[src/rtl/dcb_timer_if.sv]
// ---------------------------------------------------------------------------
// dcb_timer_if
// Control/data bundle of the BCD countdown timer.
//   master : drives load/din/start/stop/en, observes out/zero/busy/done
//   slave  : the timer itself
// Signals:
//   dcbt_load   parallel-load strobe
//   dcbt_din    BCD preset, digit 0 in bits [3:0]
//   dcbt_start  begin/resume counting
//   dcbt_stop   pause counting
//   dcbt_en     one-cycle count tick
//   dcbt_out    current BCD count (registered)
//   dcbt_zero   count is all-zero digits
//   dcbt_busy   timer is not idle
//   dcbt_done   one-cycle completion pulse
// ---------------------------------------------------------------------------
interface dcb_timer_if #(
  parameter int DIGITS = 4
);
  logic                  dcbt_load;
  logic [4*DIGITS-1:0]   dcbt_din;
  logic                  dcbt_start;
  logic                  dcbt_stop;
  logic                  dcbt_en;
  logic [4*DIGITS-1:0]   dcbt_out;
  logic                  dcbt_zero;
  logic                  dcbt_busy;
  logic                  dcbt_done;

  modport master (
    output dcbt_load, dcbt_din, dcbt_start, dcbt_stop, dcbt_en,
    input  dcbt_out, dcbt_zero, dcbt_busy, dcbt_done
  );

  modport slave (
    input  dcbt_load, dcbt_din, dcbt_start, dcbt_stop, dcbt_en,
    output dcbt_out, dcbt_zero, dcbt_busy, dcbt_done
  );
endinterface

[src/rtl/dcb_timer.sv]
// ---------------------------------------------------------------------------
// dcb_timer
// Multi-digit BCD down counter. A load captures a (digit-clamped) preset,
// start begins counting, each en tick while running removes one count with
// BCD borrow across digits. Reaching zero raises a one-cycle done pulse and,
// when AUTO_RELOAD is set and the preset is non-zero, restarts from the preset.
// Ports:
//   dcbt_clk  system clock, rising edge
//   dcbt_rst  synchronous active-high reset
//   bus       dcb_timer_if slave modport (load/din/start/stop/en in,
//             out/zero/busy/done out)
// Parameters:
//   DIGITS       number of BCD digits (count width 4*DIGITS)
//   AUTO_RELOAD  1 = reload preset after done, 0 = stop at zero
// ---------------------------------------------------------------------------
module dcb_timer #(
  parameter int DIGITS      = 4,
  parameter int AUTO_RELOAD = 0
) (
  input  logic         dcbt_clk,
  input  logic         dcbt_rst,
  dcb_timer_if.slave   bus
);

  localparam int W = 4 * DIGITS;

  typedef enum logic [1:0] {
    ST_IDLE = 2'd0,
    ST_RUN  = 2'd1,
    ST_DONE = 2'd2
  } state_t;

  state_t         state_reg, state_next;
  logic [W-1:0]   count_reg, count_next;
  logic [W-1:0]   preset_reg, preset_next;

  logic [W-1:0]       din_clamped;
  logic [W-1:0]       count_dec;
  logic [DIGITS-1:0]  borrow;      // borrow into each digit
  logic               count_is_zero;
  logic               count_is_one;

  assign count_is_zero = (count_reg == '0);
  assign count_is_one  = (count_reg == W'(1));

  // Digit 0 always receives the decrement; the borrow ripples upward only
  // through digits that are currently 0 (they wrap to 9).
  assign borrow[0] = 1'b1;

  genvar gi;
  generate
    for (gi = 0; gi < DIGITS; gi++) begin : g_digit
      logic [3:0] din_digit;
      logic [3:0] cnt_digit;

      assign din_digit = bus.dcbt_din[4*gi +: 4];
      assign cnt_digit = count_reg[4*gi +: 4];

      // Non-decimal nibbles A-F are clamped to 9 digit by digit.
      assign din_clamped[4*gi +: 4] = (din_digit > 4'd9) ? 4'd9 : din_digit;

      assign count_dec[4*gi +: 4] = !borrow[gi]        ? cnt_digit :
                                    (cnt_digit == 4'd0) ? 4'd9     :
                                                          cnt_digit - 4'd1;

      if (gi < DIGITS - 1) begin : g_borrow
        assign borrow[gi+1] = borrow[gi] && (cnt_digit == 4'd0);
      end
    end
  endgenerate

  // State register
  always_ff @(posedge dcbt_clk) begin
    if (dcbt_rst) begin
      state_reg  <= ST_IDLE;
      count_reg  <= '0;
      preset_reg <= '0;
    end else begin
      state_reg  <= state_next;
      count_reg  <= count_next;
      preset_reg <= preset_next;
    end
  end

  // Next-state logic; priority load > stop > start > en.
  always_comb begin
    state_next  = state_reg;
    count_next  = count_reg;
    preset_next = preset_reg;
    if (bus.dcbt_load) begin
      count_next  = din_clamped;
      preset_next = din_clamped;
      state_next  = ST_IDLE;
    end else if (bus.dcbt_stop) begin
      // Pausing holds the count in every state, including the done cycle.
      state_next = ST_IDLE;
    end else begin
      case (state_reg)
        ST_IDLE: begin
          if (bus.dcbt_start) begin
            // A zero count completes immediately without any decrement.
            state_next = count_is_zero ? ST_DONE : ST_RUN;
          end
        end
        ST_RUN: begin
          // Zero is never decremented, so the count cannot wrap to all nines.
          if (bus.dcbt_en && !count_is_zero) begin
            count_next = count_dec;
            if (count_is_one) begin
              state_next = ST_DONE;
            end
          end
        end
        ST_DONE: begin
          if ((AUTO_RELOAD != 0) && (preset_reg != '0)) begin
            count_next = preset_reg;
            state_next = ST_RUN;
          end else begin
            state_next = ST_IDLE;
          end
        end
        default: state_next = ST_IDLE;
      endcase
    end
  end

  // Outputs
  always_comb begin
    bus.dcbt_out  = count_reg;
    bus.dcbt_zero = count_is_zero;
    bus.dcbt_busy = (state_reg != ST_IDLE);
    bus.dcbt_done = (state_reg == ST_DONE);
  end

endmodule

[src/flat_wrapper.sv]
// flat-port wrapper written by rule: the top's interface ports become plain ports
module dcb_timer_flat 
#(
  parameter int DIGITS      = 4,
  parameter int AUTO_RELOAD = 0
)
  (dcbt_clk, dcbt_rst, bus_dcbt_load, bus_dcbt_din, bus_dcbt_start, bus_dcbt_stop, bus_dcbt_en, bus_dcbt_out, bus_dcbt_zero, bus_dcbt_busy, bus_dcbt_done);
  dcb_timer_if #(.DIGITS(DIGITS)) bus_i ();
  input  logic dcbt_clk;
  input  logic dcbt_rst;
  input wire logic [$bits(bus_i.dcbt_load)-1:0] bus_dcbt_load;
  input wire logic [$bits(bus_i.dcbt_din)-1:0] bus_dcbt_din;
  input wire logic [$bits(bus_i.dcbt_start)-1:0] bus_dcbt_start;
  input wire logic [$bits(bus_i.dcbt_stop)-1:0] bus_dcbt_stop;
  input wire logic [$bits(bus_i.dcbt_en)-1:0] bus_dcbt_en;
  output wire logic [$bits(bus_i.dcbt_out)-1:0] bus_dcbt_out;
  output wire logic [$bits(bus_i.dcbt_zero)-1:0] bus_dcbt_zero;
  output wire logic [$bits(bus_i.dcbt_busy)-1:0] bus_dcbt_busy;
  output wire logic [$bits(bus_i.dcbt_done)-1:0] bus_dcbt_done;
  assign bus_i.dcbt_load = bus_dcbt_load;
  assign bus_i.dcbt_din = bus_dcbt_din;
  assign bus_i.dcbt_start = bus_dcbt_start;
  assign bus_i.dcbt_stop = bus_dcbt_stop;
  assign bus_i.dcbt_en = bus_dcbt_en;
  assign bus_dcbt_out = bus_i.dcbt_out;
  assign bus_dcbt_zero = bus_i.dcbt_zero;
  assign bus_dcbt_busy = bus_i.dcbt_busy;
  assign bus_dcbt_done = bus_i.dcbt_done;
  dcb_timer #(.DIGITS(DIGITS), .AUTO_RELOAD(AUTO_RELOAD)) u_core (.dcbt_clk(dcbt_clk), .dcbt_rst(dcbt_rst), .bus(bus_i));
endmodule
[config.mk]
export PLATFORM = sky130hd
export DESIGN_NAME = dcb_timer_flat
export DESIGN_NICKNAME = d
export VERILOG_FILES = /design/src/rtl/dcb_timer_if.sv /design/src/rtl/dcb_timer.sv /design/src/flat_wrapper.sv
export SDC_FILE = /design/constraint.sdc
export NUM_CORES = 1
export LEC_CHECK = 0
export CORE_UTILIZATION = 40
export CTS_BUF_LIST = sky130_fd_sc_hd__clkbuf_4 sky130_fd_sc_hd__clkbuf_8
export DETAILED_ROUTE_END_ITERATION = 6
export PLACE_DENSITY = 0.81
export SLEW_MARGIN = 20
export SYNTH_ARGS = -nofsm -noshare
export SYNTH_HDL_FRONTEND = slang
export SYNTH_SLANG_ARGS = --single-unit
[constraint.sdc]
create_clock -name dcbt_clk -period 3.3 [get_ports dcbt_clk]
set_input_delay 0.66 -clock dcbt_clk [delete_from_list [all_inputs] [get_ports dcbt_clk]]
set_output_delay 0.66 -clock dcbt_clk [all_outputs]
set_load 0.03 [all_outputs]
==> summary.txt <==
Outcome
  – Status: finished clean

Clock tree
  – Cts hold-fix bufs: 0
  – Clock Sinks: 18
  – Clock Path Buffers: 2
  – Clk_lat worst skew: 0.29 ns
  – CTS tree: built
  – CTS clk-pin slew, worst paths: 0.10 ns
  – Cts bufs inserted: 3
  – Setup bufs post-CTS: 0
  – Root buf cell: clkbuf_4
  – H-Tree Depth: 1
  – CTS resizes: 0

Worst hold path
  – Hold_sp: u_core.bus.dcbt_out[13]$_SDFFE_PP0P_
  – Hold Path Class: reg -> reg
  – Hold Path Cell Cnt: 2

Die
  – Die Area: 3140 µm²
  – Num ports: 41
  – Die Y: approximately 56 µm
  – CORE AREA: roughly 2800 µm²
  – Initial Util: 0.423
  – Die width: 56.0 µm
  – Row cnt: 19

Setup path
  – Critical path startpoint: u_core.bus.dcbt_out[4]$_SDFFE_PP0P_
  – Max incr delay on CP: 0.69 ns
  – Worst Path Buf+Inv: 1
  – Worst path required time: 2.64 ns
  – WS Path Type: reg -> out
  – Worst r2r src: u_core.bus.dcbt_out[4]$_SDFFE_PP0P_
  – Worst path depth: 4
  – CP max stage cell: clkdlybuf4s50_1
  – Critical path arrival: approximately 2.3 ns
  – CP top delay family: simple AND/OR/NAND/NOR gates
  – R2R depth: 4
  – Critical path peak fanout: 8
  – Critical Path Source Type: register
  – CP Cell Sequence: nor4_4 > nand4_2 > nor3_1 > clkdlybuf4s50_1
  – Crit end category: output pin

Yosys
  – Mean Syn Cell Area: 8.33 µm²
  – Syn Nets: 162
  – Post-synthesis xor/xnor area fraction: 0
  – FF+latch count, synth: 18
  – Adder-Cell Fraction of Synth Area: 0
  – Unique masters post-synth: 46
  – Largest family of logic cells by synthesized area: simple AND/OR/NAND/NOR gates
  – Synth Flop Type: dfxtp_1
  – Register area share after synthesis: 0.309
  – Cell area after synthesis: 1170 µm²
  – Number of flops mapped to enable cells by yosys: 0
  – Warnings, synthesis: 0
  – Cells after synthesis: 140
  – Async S/R FF share, synth: 0
  – Mux contribution to synthesized area: 0.0536
  – Synth Area in Compound Gates: 0.251
  – Synth Area in Simple Gates: 0.345

Final layout
  – Antenna diodes: 0
  – Layout cells sized above 1: 0.101
  – Nets: approximately 200
  – Commonest non-fill, non-tap cell in the layout: clkdlybuf4s50_1
  – Syn-to-layout area delta: 38.4%
  – Largest register FFs: 16
  – Most frequent cells in the layout: clkdlybuf4s50_1, dfxtp_1, nor2_1
  – Final core utilization: 0.585
  – Filler cells: 249

Route
  – Vias: around 1200
  – WL/cell: 15.3 µm
  – DRT iter0 DRCs: 45
  – Via density: 5.91
  – DRT Pass-1 Iters: 4
  – Routed Antenna Nets: 0
  – # DRC: 0
  – Drt total wl: 3.21 mm

Power and ir drop
  – Pwr dens: 326 nW/µm²
  – Peak supply drop: around 250 µV
  – Leak pwr: 0.590 nW

GRT
  – GR Overflow Total: 0
  – Largest net degree at the start of global routing: 16
  – Vias in the first global route: 1277
  – Global-route wire length before repair: 5.49 mm
  – Initial antenna violation count: 0
  – GRT Util Overall: 0.217

STA
  – Slew HR: 0.685
  – Worst Tran Pin Value: 0.471 ns
  – Fin crit period: a little under 3 ns
  – Final WS setup: 0.355 ns
  – RSZ-0062 raised after global routing: false
  – Hold Vio Cnt, Final: 0
  – Setup-failing EPs final: 0
  – Peak Freq: 340 MHz
  – Skew final: about 0.0014 ns
  – Tcrit/Tclk final: 0.892
  – Final Max Slew Viols: 0
  – Hold WS: between 0.5 and 0.6 ns
  – Final TNS setup: 0 ns

Placement
  – DP HPWL: 2.43 mm
  – GPL Wtd Cong: ~0.9
  – Port bufs: 40
  – Place WS: around 0.7 ns

Job
  – Max-cap violations: 0
[cell usage after synthesis, types with 3 or more instances]
cell type	n	share of area
a21oi_1	6	0.026
and2_1	3	0.016
clkbuf_1	3	0.0097
dfxtp_1	18	0.31
inv_1	6	0.019
mux2i_1	4	0.034
nand2_1	11	0.035
nor2_1	16	0.052
nor2b_1	3	0.016
nor3_1	3	0.013
nor4_4	3	0.055
o21ai_0	13	0.056
o311ai_0	3	0.023
or3_1	4	0.021
[final timing paths]
path,to,slack (ns)
worst max register to register,u_core.bus.dcbt_out[14]$_SDFFE_PP0P_,1.52
worst max-delay path,bus_dcbt_zero,0.36
worst min-delay path,u_core.bus.dcbt_out[13]$_SDFFE_PP0P_,0.56
worst min register to register,u_core.bus.dcbt_out[13]$_SDFFE_PP0P_,0.56
[cells by family (layout without fill, tap and decap cells)]
kind of cell	Yosys count	in the layout
mux	6	6
flops	18	18
buf+inv	12	51
compound gates	41	41
simple gates	63	63
[final cells by class]
class / instances / area [µm²] / share of cell area
multi-input combinational: 110 / 758 / 0.470
inverter: 7 / 26.3 / 0.0163
sequential: 18 / 360 / 0.223
tap: 31 / 38.8 / 0.0240
clock buffer: 3 / 22.5 / 0.0140
timing repair buffer: 41 / 408 / 0.253
[power breakdown]
part           leakage, nW  internal (mW)  switching, mW
combinational        0.428         0.0779         0.0811
clock               0.0138         0.0425         0.0696
sequential           0.148          0.230         0.0243
[worst reg2reg max path, stage by stage (launching register included)]
cell,delay [ns]
dfxtp_1,0.40
nor4_4,0.41
nand4_2,0.24
or3_1,0.37
a311oi_1,0.27
[through the flow]
stage                     cell area (µm²)  total power, mW  cells
after floorplan                      1170            0.347    140
after global placement               1590            0.414    207
after detailed placement             1590            0.418    207
after CTS                            1610            0.527    210
after global routing                 1610            0.551    210
final                                1610            0.525    210
[metal layers]
| metal | global-route usage | part of all wire | vias up |
|---|---|---|---|
| li1 | - | - | 613 |
| met1 | 0.255 | 0.43 | 582 |
| met2 | 0.371 | 0.49 | 38 |
| met3 | 0.0488 | 0.058 | 8 |
| met4 | 0.105 | 0.020 | 0 |
| met5 | 0 | 0 | - |
Note: power is estimated with default switching activity, not from simulation.
